==> src/rtl/local_packet_injector.sv <==
// Local-port packet injector: serialises HEADER, SIZE and buffered payload flits
// into one router LOCAL input port under the router's credit flow control.
module local_packet_injector #(
    parameter int TAM_FLIT   = 16,
    parameter int FIFO_DEPTH = 8,
    parameter int FIFO_AW    = 3
) (
    input  logic                clock,
    input  logic                reset,
    input  logic                req_valid,
    output logic                req_ready,
    input  logic [TAM_FLIT-1:0] req_target,
    input  logic [TAM_FLIT-1:0] req_size,
    input  logic                pl_wr,
    input  logic [TAM_FLIT-1:0] pl_data,
    output logic                pl_full,
    output logic [FIFO_AW:0]    pl_count,
    output logic                clock_tx,
    output logic                tx,
    output logic [TAM_FLIT-1:0] data_out,
    input  logic                credit_i,
    output logic                pkt_sent,
    output logic                ovf_err
);

    typedef enum logic [1:0] {
        ST_IDLE,
        ST_HEADER,
        ST_SIZE,
        ST_PAYLOAD
    } state_t;

    localparam logic [FIFO_AW:0] DEPTH_CNT = (FIFO_AW+1)'(FIFO_DEPTH);

    state_t              state_q, state_d;
    logic [TAM_FLIT-1:0] target_q, target_d;
    logic [TAM_FLIT-1:0] size_q, size_d;
    logic [TAM_FLIT-1:0] rem_q, rem_d;
    logic                pkt_sent_q, pkt_sent_d;
    logic                live_q;

    logic [TAM_FLIT-1:0] mem_q [FIFO_DEPTH];
    logic [FIFO_AW-1:0]  wr_ptr_q, wr_ptr_d;
    logic [FIFO_AW-1:0]  rd_ptr_q, rd_ptr_d;
    logic [FIFO_AW:0]    count_q, count_d;
    logic                ovf_q, ovf_d;

    logic                fifo_empty;
    logic                fifo_full;
    logic                push;
    logic                pop;
    logic [TAM_FLIT-1:0] fifo_head;

    assign clock_tx = clock;

    // A push into a full FIFO is dropped even when a pop happens on the same edge.
    assign fifo_empty = (count_q == '0);
    assign fifo_full  = (count_q == DEPTH_CNT);
    assign push       = pl_wr && !fifo_full;
    assign fifo_head  = mem_q[rd_ptr_q];

    assign wr_ptr_d = push ? wr_ptr_q + FIFO_AW'(1) : wr_ptr_q;
    assign rd_ptr_d = pop  ? rd_ptr_q + FIFO_AW'(1) : rd_ptr_q;
    assign count_d  = count_q + (FIFO_AW+1)'(push) - (FIFO_AW+1)'(pop);
    assign ovf_d    = ovf_q | (pl_wr & fifo_full);

    assign pl_full  = fifo_full;
    assign pl_count = count_q;
    assign pkt_sent = pkt_sent_q;
    assign ovf_err  = ovf_q;

    // NOTE: payload storage has no reset; a slot is only ever read after it was written.
    always_ff @(posedge clock) begin
        if (push) begin
            mem_q[wr_ptr_q] <= pl_data;
        end
    end

    always_ff @(posedge clock or posedge reset) begin
        if (reset) begin
            wr_ptr_q <= '0;
            rd_ptr_q <= '0;
            count_q  <= '0;
            ovf_q    <= 1'b0;
        end else begin
            wr_ptr_q <= wr_ptr_d;
            rd_ptr_q <= rd_ptr_d;
            count_q  <= count_d;
            ovf_q    <= ovf_d;
        end
    end

    // NOTE: registers update with non-blocking assignments so all of them see pre-edge values.
    always_ff @(posedge clock or posedge reset) begin
        if (reset) begin
            state_q    <= ST_IDLE;
            target_q   <= '0;
            size_q     <= '0;
            rem_q      <= '0;
            pkt_sent_q <= 1'b0;
            live_q     <= 1'b0;
        end else begin
            state_q    <= state_d;
            target_q   <= target_d;
            size_q     <= size_d;
            rem_q      <= rem_d;
            pkt_sent_q <= pkt_sent_d;
            live_q     <= 1'b1;
        end
    end

    // tx/data_out come only from registered state and the FIFO head, never from credit_i.
    always_comb begin
        // NOTE: every signal written here gets a default first, so no branch can infer a latch.
        state_d    = state_q;
        target_d   = target_q;
        size_d     = size_q;
        rem_d      = rem_q;
        pkt_sent_d = 1'b0;
        req_ready  = 1'b0;
        tx         = 1'b0;
        data_out   = '0;
        pop        = 1'b0;

        case (state_q)
            ST_IDLE: begin
                req_ready = live_q;
                if (req_valid && live_q) begin
                    target_d = req_target;
                    size_d   = req_size;
                    state_d  = ST_HEADER;
                end
            end
            ST_HEADER: begin
                tx       = 1'b1;
                data_out = target_q;
                if (credit_i) begin
                    state_d = ST_SIZE;
                end
            end
            ST_SIZE: begin
                tx       = 1'b1;
                data_out = size_q;
                if (credit_i) begin
                    if (size_q == '0) begin
                        state_d    = ST_IDLE;
                        pkt_sent_d = 1'b1;
                    end else begin
                        rem_d   = size_q;
                        state_d = ST_PAYLOAD;
                    end
                end
            end
            ST_PAYLOAD: begin
                tx       = !fifo_empty;
                data_out = fifo_empty ? '0 : fifo_head;
                if (!fifo_empty && credit_i) begin
                    pop   = 1'b1;
                    rem_d = rem_q - TAM_FLIT'(1);
                    if (rem_q == TAM_FLIT'(1)) begin
                        state_d    = ST_IDLE;
                        pkt_sent_d = 1'b1;
                    end
                end
            end
            default: begin
                state_d = ST_IDLE;
            end
        endcase
    end

endmodule
==> config.mk <==
export PLATFORM = sky130hd
export DESIGN_NAME = local_packet_injector
export DESIGN_NICKNAME = d
export VERILOG_FILES = /design/src/rtl/local_packet_injector.sv
export SDC_FILE = /design/constraint.sdc
export NUM_CORES = 1
export LEC_CHECK = 0
export CORE_AREA = 2 2 120 122
export CTS_CLUSTER_DIAMETER = 120
export DETAILED_ROUTE_END_ITERATION = 10
export DIE_AREA = 0 0 122 124
export DONT_BUFFER_PORTS = 1
export PLACE_DENSITY = 0.75
export SETUP_SLACK_MARGIN = 0.02
export SLEW_MARGIN = 20
export SYNTH_ARGS = -nofsm -noshare
export SYNTH_HDL_FRONTEND = slang
export SYNTH_SLANG_ARGS = --single-unit
==> constraint.sdc <==
create_clock -name clock -period 3.1 [get_ports clock]
set_clock_uncertainty 0.1 [all_clocks]
set_input_delay 0.465 -clock clock [delete_from_list [all_inputs] [get_ports clock]]
set_output_delay 0.465 -clock clock [all_outputs]
set_load 0.005 [all_outputs]
Word-level counts from Yosys, hierarchy flattened
Memories as Yosys holds them, arrays and structs flattened.
Index checks and enable logic that the tools add are counted.
- register bits: 63
- bits in writable memories: 128
- bits of input ports: 53
- output and inout port bits: 26
- word-level logic and storage cells: 66
- memories kept: 1
- memory list (name ; words ; bits a word ; read ports ; clocked after memory_dff ; wr ports ; RTL line ; text):
    mem_q ; 8 ; 16 ; 1 ; 0 ; 1 ; 42 ; logic [TAM_FLIT-1:0] mem_q [FIFO_DEPTH];
- add/subtract/negate cells: 5
- eq/ne operators: 11
- mux-type cells: 24
- bitwise gates (word level): 2
- reductions and logical operators: 13
- operator list (operator ; count):
    2-to-1 mux 16 bit ; 4
    case mux 16 bit (3 select lines) ; 1
    case mux 16 bit (2 select lines) ; 1
    == test 16 x 1 -> 1 bit, second input constant ; 1
    logical NOT 16 bit ; 1
    subtractor 16 x 1 -> 16 bit, second input constant ; 1
    2-to-1 mux 2 bit ; 6
    != test 2 bit, second input constant ; 6
    2-to-1 mux 1 bit ; 9
    case mux 2 bit (4 select lines) ; 1
    adder 3 x 1 -> 3 bit, second input constant ; 2
    AND reduction 5 bit ; 1
    adder 4 x 1 -> 4 bit ; 1
    == test 2 bit, second input constant ; 2
    == test 4 bit, second input constant ; 1
    logical NOT 4 bit ; 1
    case mux 1 bit (2 select lines) ; 2
    AND reduction 4 bit ; 1
    subtractor 4 x 1 -> 4 bit ; 1
    logical AND 1 bit ; 3
    == test 2 x 1 -> 1 bit, second input constant ; 1
    logical NOT 1 bit ; 2
    logical NOT 2 bit ; 1
    AND reduction 2 bit ; 1
    other kinds (4) ; 4

Logic depth before layout (Yosys ltp)
- word-level depth: 6
- depth in mapped cells: 12
- mapped depth without buffers: 12

==> results.py <==
metrics = {
    "run_status": {
        "status": "finished clean",
    },
    "clock_network": {
        "htreeDepth": 4,
        "clk_pin_slew_worst_paths_ps": 70,
        "cts_root_buf": "clkbuf_16",
        "cts_buffer_depth": 2,
        "cts_tree": "built",
        "cts.sinks": 191,
        "post_cts_resized": 0,
        "cts_buffers": 17,
        "clock_latency_ps": 410,
        "postCtsSetupBuffers": 0,
    },
    "die": {
        "fp.dieW_um": 122,
        "design.core.area_um2": 13700,
        "start_util": 0.597,
        "die_h_um": 124,
        "die_area_um2": 15100,
        "placementRows": 43,
        "ios": 79,
    },
    "logic_synthesis": {
        "syn_area_um2": 8190,
        "synthAdderAreaFrac": 0.0254,
        "synth_compound_area_frac": 0.0765,
        "synthArstFlopShare": 0.330,
        "ys.warnings.count": 0,
        "synthFlopType": "edfxtp_1",
        "synth-xor-area-share": 0.00535,
        "synth_edf_count": 128,
        "syn_inst": 524,
        "synthMuxAreaShare": 0.154,
        "synthSimpleGateAreaFrac": 0.0535,
        "ys_seq_area_frac": 0.662,
        "synth_top_family_by_area": "multiplexers",
        "synth.distinct_cells": 50,
        "ys_ff_latch": 191,
        "postSynthAreaPerCell_um2": 15.6,
        "syn_nets": 593,
    },
    "layout": {
        "n_antenna_cell": 0,
        "drive_gt1_frac": 0.230,
        "area_delta_synth_final_pct": 10.7,
        "layout_commonest_cell": "edfxtp_1",
        "final_cell_mix": "edfxtp_1 (128), dfrtp_1 (62), mux2_2 (33)",
        "final-seq-area_um2": 5420,
        "fillers": 946,
        "fin_nets": 603,
        "multi_input_area_um2": 2590,
    },
    "timing": {
        "setup-tns-final_ps": 0,
        "max-slew-margin-rel": 0.452,
        "slew_violations": 0,
        "fmax_ghz": 0.337,
        "setup_viol": 0,
        "rsz0062_at_grt": "no",
        "fin_crit_sh": 0.957,
        "hold_viol_final": 0,
        "worst-slew-pin-transition_ps": 822,
        "timing.final.crit_period_ps": 2970,
    },
    "grt": {
        "grt_pass1_wl_um": 26600,
        "grt_pass1_vias": 4785,
        "grt-ovfl-total": 0,
        "track_usage": 0.241,
        "grt_max_degree": 35,
        "antenna_found_initial": 0,
    },
    "placement": {
        "port_buffers": 0,
        "hpwlAfterDp_um": 11100,
        "place_congestion": 0.898,
    },
    "setup_path": {
        "slowest_stage": "or3_1",
        "path_class": "reg -> out",
        "crit_fanout": 19,
        "cp_data_required_time_ps": 2530,
        "crit_path_cell_trace": "inv_1 > ha_1 > buf_4 > or3_1 > o22ai_1",
        "cp.arrival_ps": 2400,
        "slowest_delay_ps": 650,
        "critPathCaptureType": "primary output",
        "start_kind": "flop",
    },
    "route": {
        "dr.pass1.iters": 4,
        "vias_per_cell": 6.30,
        "dr_total_vias": 4581,
        "drt_iter0_markers": 402,
        "wl_per_cell_um": 23.5,
        "drc": 0,
        "antenna_left": 0,
        "wl_um": 17100,
    },
    "hold_path": {
        "hold_path_class": "in -> reg",
    },
    "pwr": {
        "power.density_nw_per_um2": 996,
        "total_power_uw": 9040,
        "ir_worst_vdd_mv": 0.502,
        "power.leakage_uw": 0.00327,
    },
    "job": {
        "cap_violations": 0,
    },
}
==> critical path, delay by kind of cell, from the launching register on <==
family	cells	cell delay, ps
flip-flops	1	430
AO/OA/AOI/OAI	1	410
adder cells (fa/ha/maj)	1	180
AND/OR/NAND/NOR	1	650
buffers and inverters	2	310
==> Yosys cell counts (all sizes together), types with 16 or more instances <==
cell,count,area [um2]
clkbuf,19,71.3
mux4,32,721
o22ai,16,100
dfrtp,63,1580
nor2,22,82.6
nand2,22,82.6
a22oi,18,135
inv,18,67.6
edfxtp,128,3840
mux2i,17,170
o21ai,22,110
mux2,33,372
==> kinds of logic after synthesis <==
| group | count (synthesis) |
|---|---|
| and+or+nand+nor | 86 |
| DFF | 191 |
| adders and majority gates | 16 |
| other | 1 |
| AOI/OAI and AO/OA | 95 |
| xor gates and xnor gates | 5 |
| muxes | 82 |
| buffers and inverters | 48 |
==> through the flow <==
stage	util	instance area [um2]	cells	setup slack, ps	hold slack, ps
after detailed placement	0.616	8460	694	387	364
after CTS	0.661	9070	727	143	10.5
final	0.661	9070	727	134	26.1
after global placement	0.616	8460	694	532	352
after global routing	0.661	9070	727	33.1	10.6
after floorplan	-	8190	524	298	351
==> sequential cells by signal, summed over array words and instances, names as in the netlist <==
register,flops
size_q,16
state_q,2
target_q,16
rem_q,16
pl_count,4
pkt_sent,1
wr_ptr_q,3
rd_ptr_q,3
mem_q,128
live_q,1
ovf_err,1
==> layer usage <==
| layer | share of wire | up-vias | global-route usage | wire [um] |
|---|---|---|---|---|
| li1 | - | 2058 | - | - |
| met1 | 0.40 | 2365 | 0.302 | 6860 |
| met2 | 0.52 | 135 | 0.395 | 8810 |
| met3 | 0.061 | 23 | 0.0659 | 1040 |
| met4 | 0.021 | 0 | 0.109 | 360 |
| met5 | 0 | - | 0 | 0 |
==> where the power goes <==
group / switching (uW) / leakage [uW] / internal [uW]
Sequential: 520 / 0.00191 / 3390
Clock: 924 / 0.000288 / 1300
Combinational: 1570 / 0.00107 / 1330
==> area by class of cell <==
class                           instances  share of cell area
Multi-Input combinational cell        285               0.286
Inverter                               18             0.00745
Clock buffer                           20              0.0492
Timing Repair Buffer                   21              0.0177
Sequential cell                       191               0.598
Clock inverter                         12              0.0174
Tap cell                              180              0.0248
==> path summary, 6_finish.rpt <==
kind | from | to | slack [ps] | depth (start not counted)
hold reg to reg | ovf_err | ovf_err | 380 | 1
min in group asynchronous | reset | pl_count[2] | 480 | 2
setup reg to reg | pl_count[2] | pl_count[3] | 350 | 11
setup / recovery | state_q[1] | data_out[3] | 130 | 5
max in group asynchronous | reset | target_q[11] | 1430 | 4
hold / removal | pl_data[13] | mem_q[7][13] | 30 | 0
==> what timing repair did <==
action	in CTS	in global routing
hold buffers	1	0
endpoints found under the hold margin	28	0
endpoints found under the setup margin	0	0
No activity file was read; power rests on OpenSTA's default activity.
